## src/rtl/sram_pkg.sv

```systemverilog
// sram_pkg: shared state encoding, counter width and row-range helper for the SRAM controller
package sram_pkg;

   typedef enum logic [1:0] {
      IDLE,
      PRE,
      ACT,
      RSP
   } state_t;

   localparam int CNT_W = 4;

   function automatic logic row_in_range(input logic [31:0] addr, input int rows);
      return addr < rows;
   endfunction

endpackage

```

## src/rtl/sram_row_decoder.sv

```systemverilog
// sram_row_decoder: binary row address to one-hot wordline, with an out-of-range flag
module sram_row_decoder
   import sram_pkg::*;
#(
   parameter int ROWS   = 16,
   parameter int ADDR_W = 4
) (
   input  logic [ADDR_W-1:0] addr_i,
   input  logic              en_i,
   output logic [ROWS-1:0]   wl_o,
   output logic              in_range_o
);

   // Out-of-range rows match no wordline, so they decode to all-zero.
   always_comb begin
      wl_o       = '0;
      in_range_o = row_in_range(32'(addr_i), ROWS);
      for (int r = 0; r < ROWS; r++) wl_o[r] = en_i && (32'(addr_i) == r);
   end

endmodule

```

## src/rtl/sram_rw_ctrl.sv

```systemverilog
// sram_rw_ctrl: sequences precharge, wordline, write drive and differential sense for one SRAM row access
module sram_rw_ctrl
   import sram_pkg::*;
#(
   parameter int ROWS       = 16,
   parameter int ADDR_W     = 4,
   parameter int WIDTH      = 8,
   parameter int ACT_CYCLES = 2
) (
   input  logic              clk,
   input  logic              rst,
   input  logic              req_valid,
   output logic              req_ready,
   input  logic              req_we,
   input  logic [ADDR_W-1:0] req_addr,
   input  logic [WIDTH-1:0]  req_wdata,
   output logic              rsp_valid,
   output logic [WIDTH-1:0]  rsp_rdata,
   output logic              rsp_err,
   output logic              precharge,
   output logic [ROWS-1:0]   wl,
   output logic              bl_drv,
   output logic [WIDTH-1:0]  bl_wdata,
   output logic [WIDTH-1:0]  blb_wdata,
   input  logic [WIDTH-1:0]  bl_sense,
   input  logic [WIDTH-1:0]  blb_sense
);

   state_t             state_q;
   logic [CNT_W-1:0]   cnt_q;
   logic               we_q;
   logic [ADDR_W-1:0]  addr_q;
   logic [WIDTH-1:0]   wdata_q;
   logic               pre_q;
   logic [ROWS-1:0]    wl_q;
   logic               drv_q;
   logic [WIDTH-1:0]   bl_wdata_q;
   logic [WIDTH-1:0]   blb_wdata_q;
   logic               rsp_valid_q;
   logic [WIDTH-1:0]   rsp_rdata_q;
   logic               rsp_err_q;
   logic [ROWS-1:0]    wl_d;
   logic               in_range;
   logic [WIDTH-1:0]   rdata_d;
   logic               err_d;

   sram_row_decoder #(.ROWS(ROWS), .ADDR_W(ADDR_W)) u_dec (
      .addr_i     (addr_q),
      .en_i       (state_q == PRE),
      .wl_o       (wl_d),
      .in_range_o (in_range)
   );

   // Resolve each bit-pair: only a clean 1/0 or 0/1 differential is valid; equal or unknown rails flag an error.
   always_comb begin
      rdata_d = '0;
      err_d   = 1'b0;
      for (int i = 0; i < WIDTH; i++) begin
         rdata_d[i] = (bl_sense[i] === 1'b1) && (blb_sense[i] === 1'b0);
         err_d      = err_d | !(rdata_d[i] || ((bl_sense[i] === 1'b0) && (blb_sense[i] === 1'b1)));
      end
   end

   // Access sequencer: IDLE -> PRE -> ACT x ACT_CYCLES -> RSP, all array-side outputs registered.
   always_ff @(posedge clk or posedge rst) begin
      if (rst) begin
         state_q     <= IDLE;
         cnt_q       <= '0;
         we_q        <= 1'b0;
         addr_q      <= '0;
         wdata_q     <= '0;
         pre_q       <= 1'b0;
         wl_q        <= '0;
         drv_q       <= 1'b0;
         bl_wdata_q  <= '0;
         blb_wdata_q <= '0;
         rsp_valid_q <= 1'b0;
         rsp_rdata_q <= '0;
         rsp_err_q   <= 1'b0;
      end else begin
         case (state_q)
            IDLE: if (req_valid) begin
               we_q    <= req_we;
               addr_q  <= req_addr;
               wdata_q <= req_wdata;
               pre_q   <= 1'b1;
               state_q <= PRE;
            end
            PRE: begin
               pre_q       <= 1'b0;
               wl_q        <= wl_d;
               drv_q       <= we_q && in_range;
               bl_wdata_q  <= we_q && in_range ? wdata_q : '0;
               blb_wdata_q <= we_q && in_range ? ~wdata_q : '0;
               cnt_q       <= CNT_W'(ACT_CYCLES - 1);
               state_q     <= ACT;
            end
            ACT: if (cnt_q == '0) begin
               wl_q        <= '0;
               drv_q       <= 1'b0;
               bl_wdata_q  <= '0;
               blb_wdata_q <= '0;
               rsp_valid_q <= 1'b1;
               rsp_rdata_q <= we_q || !in_range ? '0 : rdata_d;
               rsp_err_q   <= !in_range || (!we_q && err_d);
               state_q     <= RSP;
            end else begin
               cnt_q <= cnt_q - 1'b1;
            end
            RSP: begin
               rsp_valid_q <= 1'b0;
               state_q     <= IDLE;
            end
            default: state_q <= IDLE;
         endcase
      end
   end

   assign req_ready = (state_q == IDLE) && !rst;
   assign rsp_valid = rsp_valid_q;
   assign rsp_rdata = rsp_rdata_q;
   assign rsp_err   = rsp_err_q;
   assign precharge = pre_q;
   assign wl        = wl_q;
   assign bl_drv    = drv_q;
   assign bl_wdata  = bl_wdata_q;
   assign blb_wdata = blb_wdata_q;

endmodule

```

## config.mk

```make
export PLATFORM = sky130hd
export DESIGN_NAME = sram_rw_ctrl
export DESIGN_NICKNAME = d
export VERILOG_FILES = /design/src/rtl/sram_pkg.sv /design/src/rtl/sram_row_decoder.sv /design/src/rtl/sram_rw_ctrl.sv
export SDC_FILE = /design/constraint.sdc
export NUM_CORES = 1
export LEC_CHECK = 0
export CAP_MARGIN = 5
export CORE_MARGIN = 3
export CORE_UTILIZATION = 45
export CTS_CLUSTER_DIAMETER = 60
export DETAILED_ROUTE_END_ITERATION = 8
export PLACE_DENSITY = 0.76
export SLEW_MARGIN = 40
export SYNTH_ARGS = -nofsm -noshare
export SYNTH_HDL_FRONTEND = slang
export SYNTH_SLANG_ARGS = --single-unit
```

## constraint.sdc

```tcl
create_clock -name clk -period 2.2 [get_ports clk]
set_input_delay 0.22 -clock clk [delete_from_list [all_inputs] [get_ports clk]]
set_output_delay 0.22 -clock clk [all_outputs]
set_load 0.005 [all_outputs]
```

=== Yosys cells after proc, flatten, opt, wreduce, memory -nomap -nowiden ===
Index checks and enable logic that the tools add are counted.
Widths: inputs -> output; s select.

* Flip-flop bits (word level): 63
* Bits of input ports: 32
* Output and inout bits: 45

* Add/subtract/negate cells: 1
* Equality and inequality tests: 53
* Mux-type cells: 19
* Bitwise gates (word level): 8
* Reductions and logical operators: 65

{| class="wikitable"
|+ Operators with widths
! kind !! number
|-
| $logic_and 1x1->1 || 34
|-
| $eq 4x4->1 const B || 8
|-
| $eqx 1x1->1 const B || 32
|-
| $mux 8 || 4
|-
| $pmux 16 s2 || 1
|-
| $pmux 8 s2 || 2
|-
| $eq 4x3->1 const B || 4
|-
| $mux 16 || 1
|-
| $reduce_and 2->1 || 7
|-
| $logic_not 1->1 || 10
|-
| $eq 4x2->1 const B || 2
|-
| $logic_not 4->1 || 2
|-
| $logic_or 1x1->1 || 8
|-
| $not 8->8 || 1
|-
| $pmux 2 s4 || 1
|-
| $pmux 4 s2 || 1
|-
| $or 1x1->1 || 7
|-
| $ne 2x2->1 const B || 3
|-
| $pmux 1 s2 || 3
|-
| $reduce_bool 2->1 || 3
|-
| $eq 2x2->1 const B || 2
|-
| $eq 4x1->1 const B || 1
|-
| $mux 2 || 2
|-
| $mux 4 || 1
|-
| 4 further kinds || 6
|}

=== Longest topological paths before layout ===
* Depth after elaboration: 12
* Gate-level depth with buffers: 7
* Gate-level depth less buffers: 5

=== Modules after synthesis ===
A second synthesis with hierarchy kept.

* Cell total of the unflattened synthesis: 236
* Area total of the unflattened synthesis: 2788.9 um2

{| class="wikitable"
|+ Modules (own cells, without submodules)
! module !! instances !! cells an instance !! area each (um2)
|-
| sram_rw_ctrl || 1 || 211 || 2660.1
|-
| sram_row_decoder || 1 || 25 || 128.9
|}

=== Worst setup path before layout ===
Ideal clock, no wire load.

* Kind: register to register
* Start: register cnt_q[0]
* End: register state_q[1]
* Library setup time: 0.128 ns
* Arrival time: 1.520 ns
* Required time: 2.072 ns
* Setup slack: 0.552 ns
* Cell stages (with the launch flop): 6
* Buffers on the path: 0
* Clock period less this slack: 1.648 ns
* Cell sequence: dfrtp_1 -> inv_1 -> ha_1 -> or3b_4 -> a21oi_2 -> mux2_1

* Word-level cells in the longest chain between the ends: 3

{| class="wikitable"
|+ Ends and longest elaborated chain
! element !! RTL line !! text
|-
| start: declaration || sram_rw_ctrl.sv:30 || <nowiki>logic [CNT_W-1:0] cnt_q;</nowiki>
|-
| start signal: assignment || sram_rw_ctrl.sv:95 || <nowiki>cnt_q <= CNT_W'(ACT_CYCLES - 1);</nowiki>
|-
| start signal: assignment || sram_rw_ctrl.sv:108 || <nowiki>cnt_q <= cnt_q - 1'b1;</nowiki>
|-
| $logic_not 4->1 || sram_rw_ctrl.sv:98 || <nowiki>ACT: if (cnt_q == '0) begin</nowiki>
|-
| $ne 2x2->1 (no line) || -- ||
|-
| $reduce_and 2->1 (no line) || -- ||
|-
| end signal: assignment || sram_rw_ctrl.sv:96 || <nowiki>state_q <= ACT;</nowiki>
|-
| end signal: assignment || sram_rw_ctrl.sv:106 || <nowiki>state_q <= RSP;</nowiki>
|-
| end signal: assignment || sram_rw_ctrl.sv:112 || <nowiki>state_q <= IDLE;</nowiki>
|-
| end: declaration || sram_rw_ctrl.sv:29 || <nowiki>state_t state_q;</nowiki>
|}

No other way between the ends.
A chain may end at the register's enable or synchronous reset.

=== Final worst setup path ===
* Start: register state_q[0]
* End: output req_ready

* Word-level cells in the longest chain between the ends: 2

{| class="wikitable"
|+ Ends and longest elaborated chain
! element !! RTL line !! text
|-
| start signal: assignment || sram_rw_ctrl.sv:67 || <nowiki>state_q <= IDLE;</nowiki>
|-
| start signal: assignment || sram_rw_ctrl.sv:87 || <nowiki>state_q <= PRE;</nowiki>
|-
| start signal: assignment || sram_rw_ctrl.sv:96 ||
|-
| $logic_not 2->1 || sram_rw_ctrl.sv:119 || <nowiki>assign req_ready = (state_q == IDLE) && !rst;</nowiki>
|-
| $logic_and 1x1->1 || sram_rw_ctrl.sv:119 ||
|-
| end: declaration || sram_rw_ctrl.sv:13 || <nowiki>output logic req_ready,</nowiki>
|}

No other way between the ends.

==> results.cfg <==
[status]
outcome = completed

[timing]
final_hold_viol_count = 0
drv_slew = 0
setup_tns_ps = 0
rsz0062_at_grt = no
fin_crit_ps = 1970
slew_headroom = 0.749
tightest_slew_ps = 377
hold_slack_ps = 292
max_clock_freq_mhz = 507
fin_skew_ps = 6.12
min_period_over_period = 0.897
setup_viol = 0

[routing]
drcViolationCount = 0
final_antenna_net_count = 0
viasPerCell = 5.20
route.final.wire_length_mm = 5.85
top_layer = met4
wl_per_cell_um = 15.6
dr.pass1.iters = 4
drt-met1-wl_mm = 2.73
vias = 1950
drt_iter0_markers = 49
wl_met2_mm = 2.76
met3_length_um = 238

[yosys]
synth_edf_count = 0
synth_area_um2 = 2730
yosysTopAreaCell = dfrtp_1
synth.distinct_cells = 35
ys_seq_elements = 63
synthTopCellsByArea = dfrtp_1 (58%), a22o_1 (6.4%), ha_1 (6.4%)
synth_top_area_share = 0.578
syn_nets = 262
yosysSeqAreaShare = 0.578
syn_area_per_cell_um2 = 12.6
ys.flop_type = dfrtp_1
ys_warn_count = 0
synth-async-reset-ratio = 1.00
synth_cells = 216

[cts]
clkTransAtPathRegs_ps = 60
clock-sinks = 63
cts_root_buffer = clkbuf_8
cts_resized = 0
clk_latency_ps = 330
ctsHoldBuffers = 0
h-tree-depth = 3
cts_tree = built
cts_max_path_buffers = 2
cts_made_buffers = 9
cts_setup_buffers = 0

[cells_and_area]
antennaDiodeCount = 0
nets = 344
fillers = 447
final_common_cell = clkdlybuf4s50_1
fin_cells = 375
layout_common_cells = clkdlybuf4s50_1 (76), dfrtp_1 (63), a22o_1 (20), nand2_1 (14), ha_1 (14)
syn_to_final_growth_pct = 39.3
drive_gt1_frac = 0.125

[floorplan]
core_um2 = 5680
rows = 27
dieArea_um2 = 7030
die_h_um = 83.8
die_w_um = 83.8
io_pins = 77
initial_utilization = 0.480

[setup_path]
start_kind = register
ff2ff_setup_slack_ps = 440
cp.required_ps = 1980
worstSetupStartpoint = state_q[0]$_DFFE_PP0P_
rr_endpoint = wl[8]$_DFFE_PP0P_
reg2regPathDepth = 6
critPathMaxFanout = 5
crit_path_end_kind = output pin
critPathKind = reg2out
reg2reg_from = state_q[0]$_DFFE_PP0P_
arrival_ps = 1750

[power]
combPwrFrac = 0.394
power_frac_clock = 0.218
peakVddDrop_uv = 723
p_per_area_nw_per_um2 = 1440
internal-power_mw = 3.77
p_seq_frac = 0.387
p_sw_frac = 0.310
p_switching_mw = 1.70
p_leak_nw = 1.73

[global_routing]
grt_pass1_wl_mm = 10.1
grt_pass1_vias = 2073
grt_util_all_layers = 0.181
grt_max_degree = 64
antenna_found_initial = 0
grt_overflow = 0

[place]
place_inst = 359
hpwl_mm = 4.06
portBuffers = 76
gp_congestion = 0.778

[min_path]
hold_class = in2async

[run]
drv_cap = 0
==> stage by stage <==
| stage | area [um2] | setup slack [ps] | utilization | total power, mW |
|---|---|---|---|---|
| floorplan | 2730 | 410 | - | 3.22 |
| global placement | 3560 | 455 | 0.628 | 4.22 |
| detailed placement | 3560 | 449 | 0.628 | 4.31 |
| CTS | 3800 | 213 | 0.669 | 5.53 |
| global route | 3800 | 99.6 | 0.669 | 5.84 |
| finish | 3800 | 227 | 0.669 | 5.47 |
==> area by class of cell <==
type	instances	area (um2)	area share
flip-flops and latches	63	1580	0.415
multi-input cells	129	1030	0.272
repair buffers	81	811	0.213
clock buffers	10	128	0.0336
clock inverters	6	109	0.0287
well taps	72	90.1	0.0237
inverters	14	52.6	0.0138
==> how the worst max path moves through the flow <==
stage,end,slack (ps),cells past startpoint
after floorplan,addr_q[0]$_DFFE_PP0P_,410,1
final,req_ready,230,4
after global routing,req_ready,100,4
after global placement,rsp_err$_DFFE_PP0P_,450,6
after detailed placement,state_q[1]$_DFFE_PP0P_,450,5
after CTS,req_ready,210,4
==> cell usage after synthesis, types with 4 or more instances <==
cell type / count
o2bb2ai_1: 9
nand2_1: 14
nand2b_1: 10
a32o_1: 4
mux2_2: 13
inv_1: 14
dfrtp_1: 63
nor2b_1: 6
ha_1: 14
a22o_1: 20
o21ai_0: 12
==> kinds of logic (layout without fill, tap and decap cells) <==
kind of cell | Yosys count | after routing | share of synthesized area
AOI/OAI and AO/OA | 53 | 53 | 0.151
buffers and inverters | 24 | 111 | 0.0441
adders and majority gates | 14 | 14 | 0.0643
muxes | 15 | 15 | 0.0615
and+or+nand+nor | 47 | 47 | 0.101
DFF | 63 | 63 | 0.578
==> flip-flops by register name, indices dropped and copies added (netlist names), 2 cells and up <==
register,flops
rsp_rdata,8
state_q,2
blb_wdata,8
wl,16
cnt_q,4
wdata_q,8
addr_q,4
bl_wdata,8
==> worst max-delay path: stages (launching register included) <==
cell             delay (ps)
dfrtp_1                 410
inv_1                    90
ha_1                    250
nor2b_1                 160
clkdlybuf4s50_1         510
==> power groups by stage <==
| stage | combinational (mW) | sequential (mW) | clock, mW |
|---|---|---|---|
| after detailed placement | 2.17 | 2.13 | 0 |
| final | 2.16 | 2.12 | 1.19 |
| after CTS | 2.19 | 2.12 | 1.21 |
| after global placement | 2.12 | 2.11 | 0 |
| after floorplan | 1.16 | 2.07 | 0 |
| after global routing | 2.37 | 2.20 | 1.27 |
==> per-layer routing <==
layer | vias up | track usage
met1 | 943 | 0.237
li1 | 939 | -
met4 | 0 | 0.0877
met5 | - | 0
met2 | 58 | 0.286
met3 | 10 | 0.0365
Note: power is estimated with default switching activity, not from simulation.
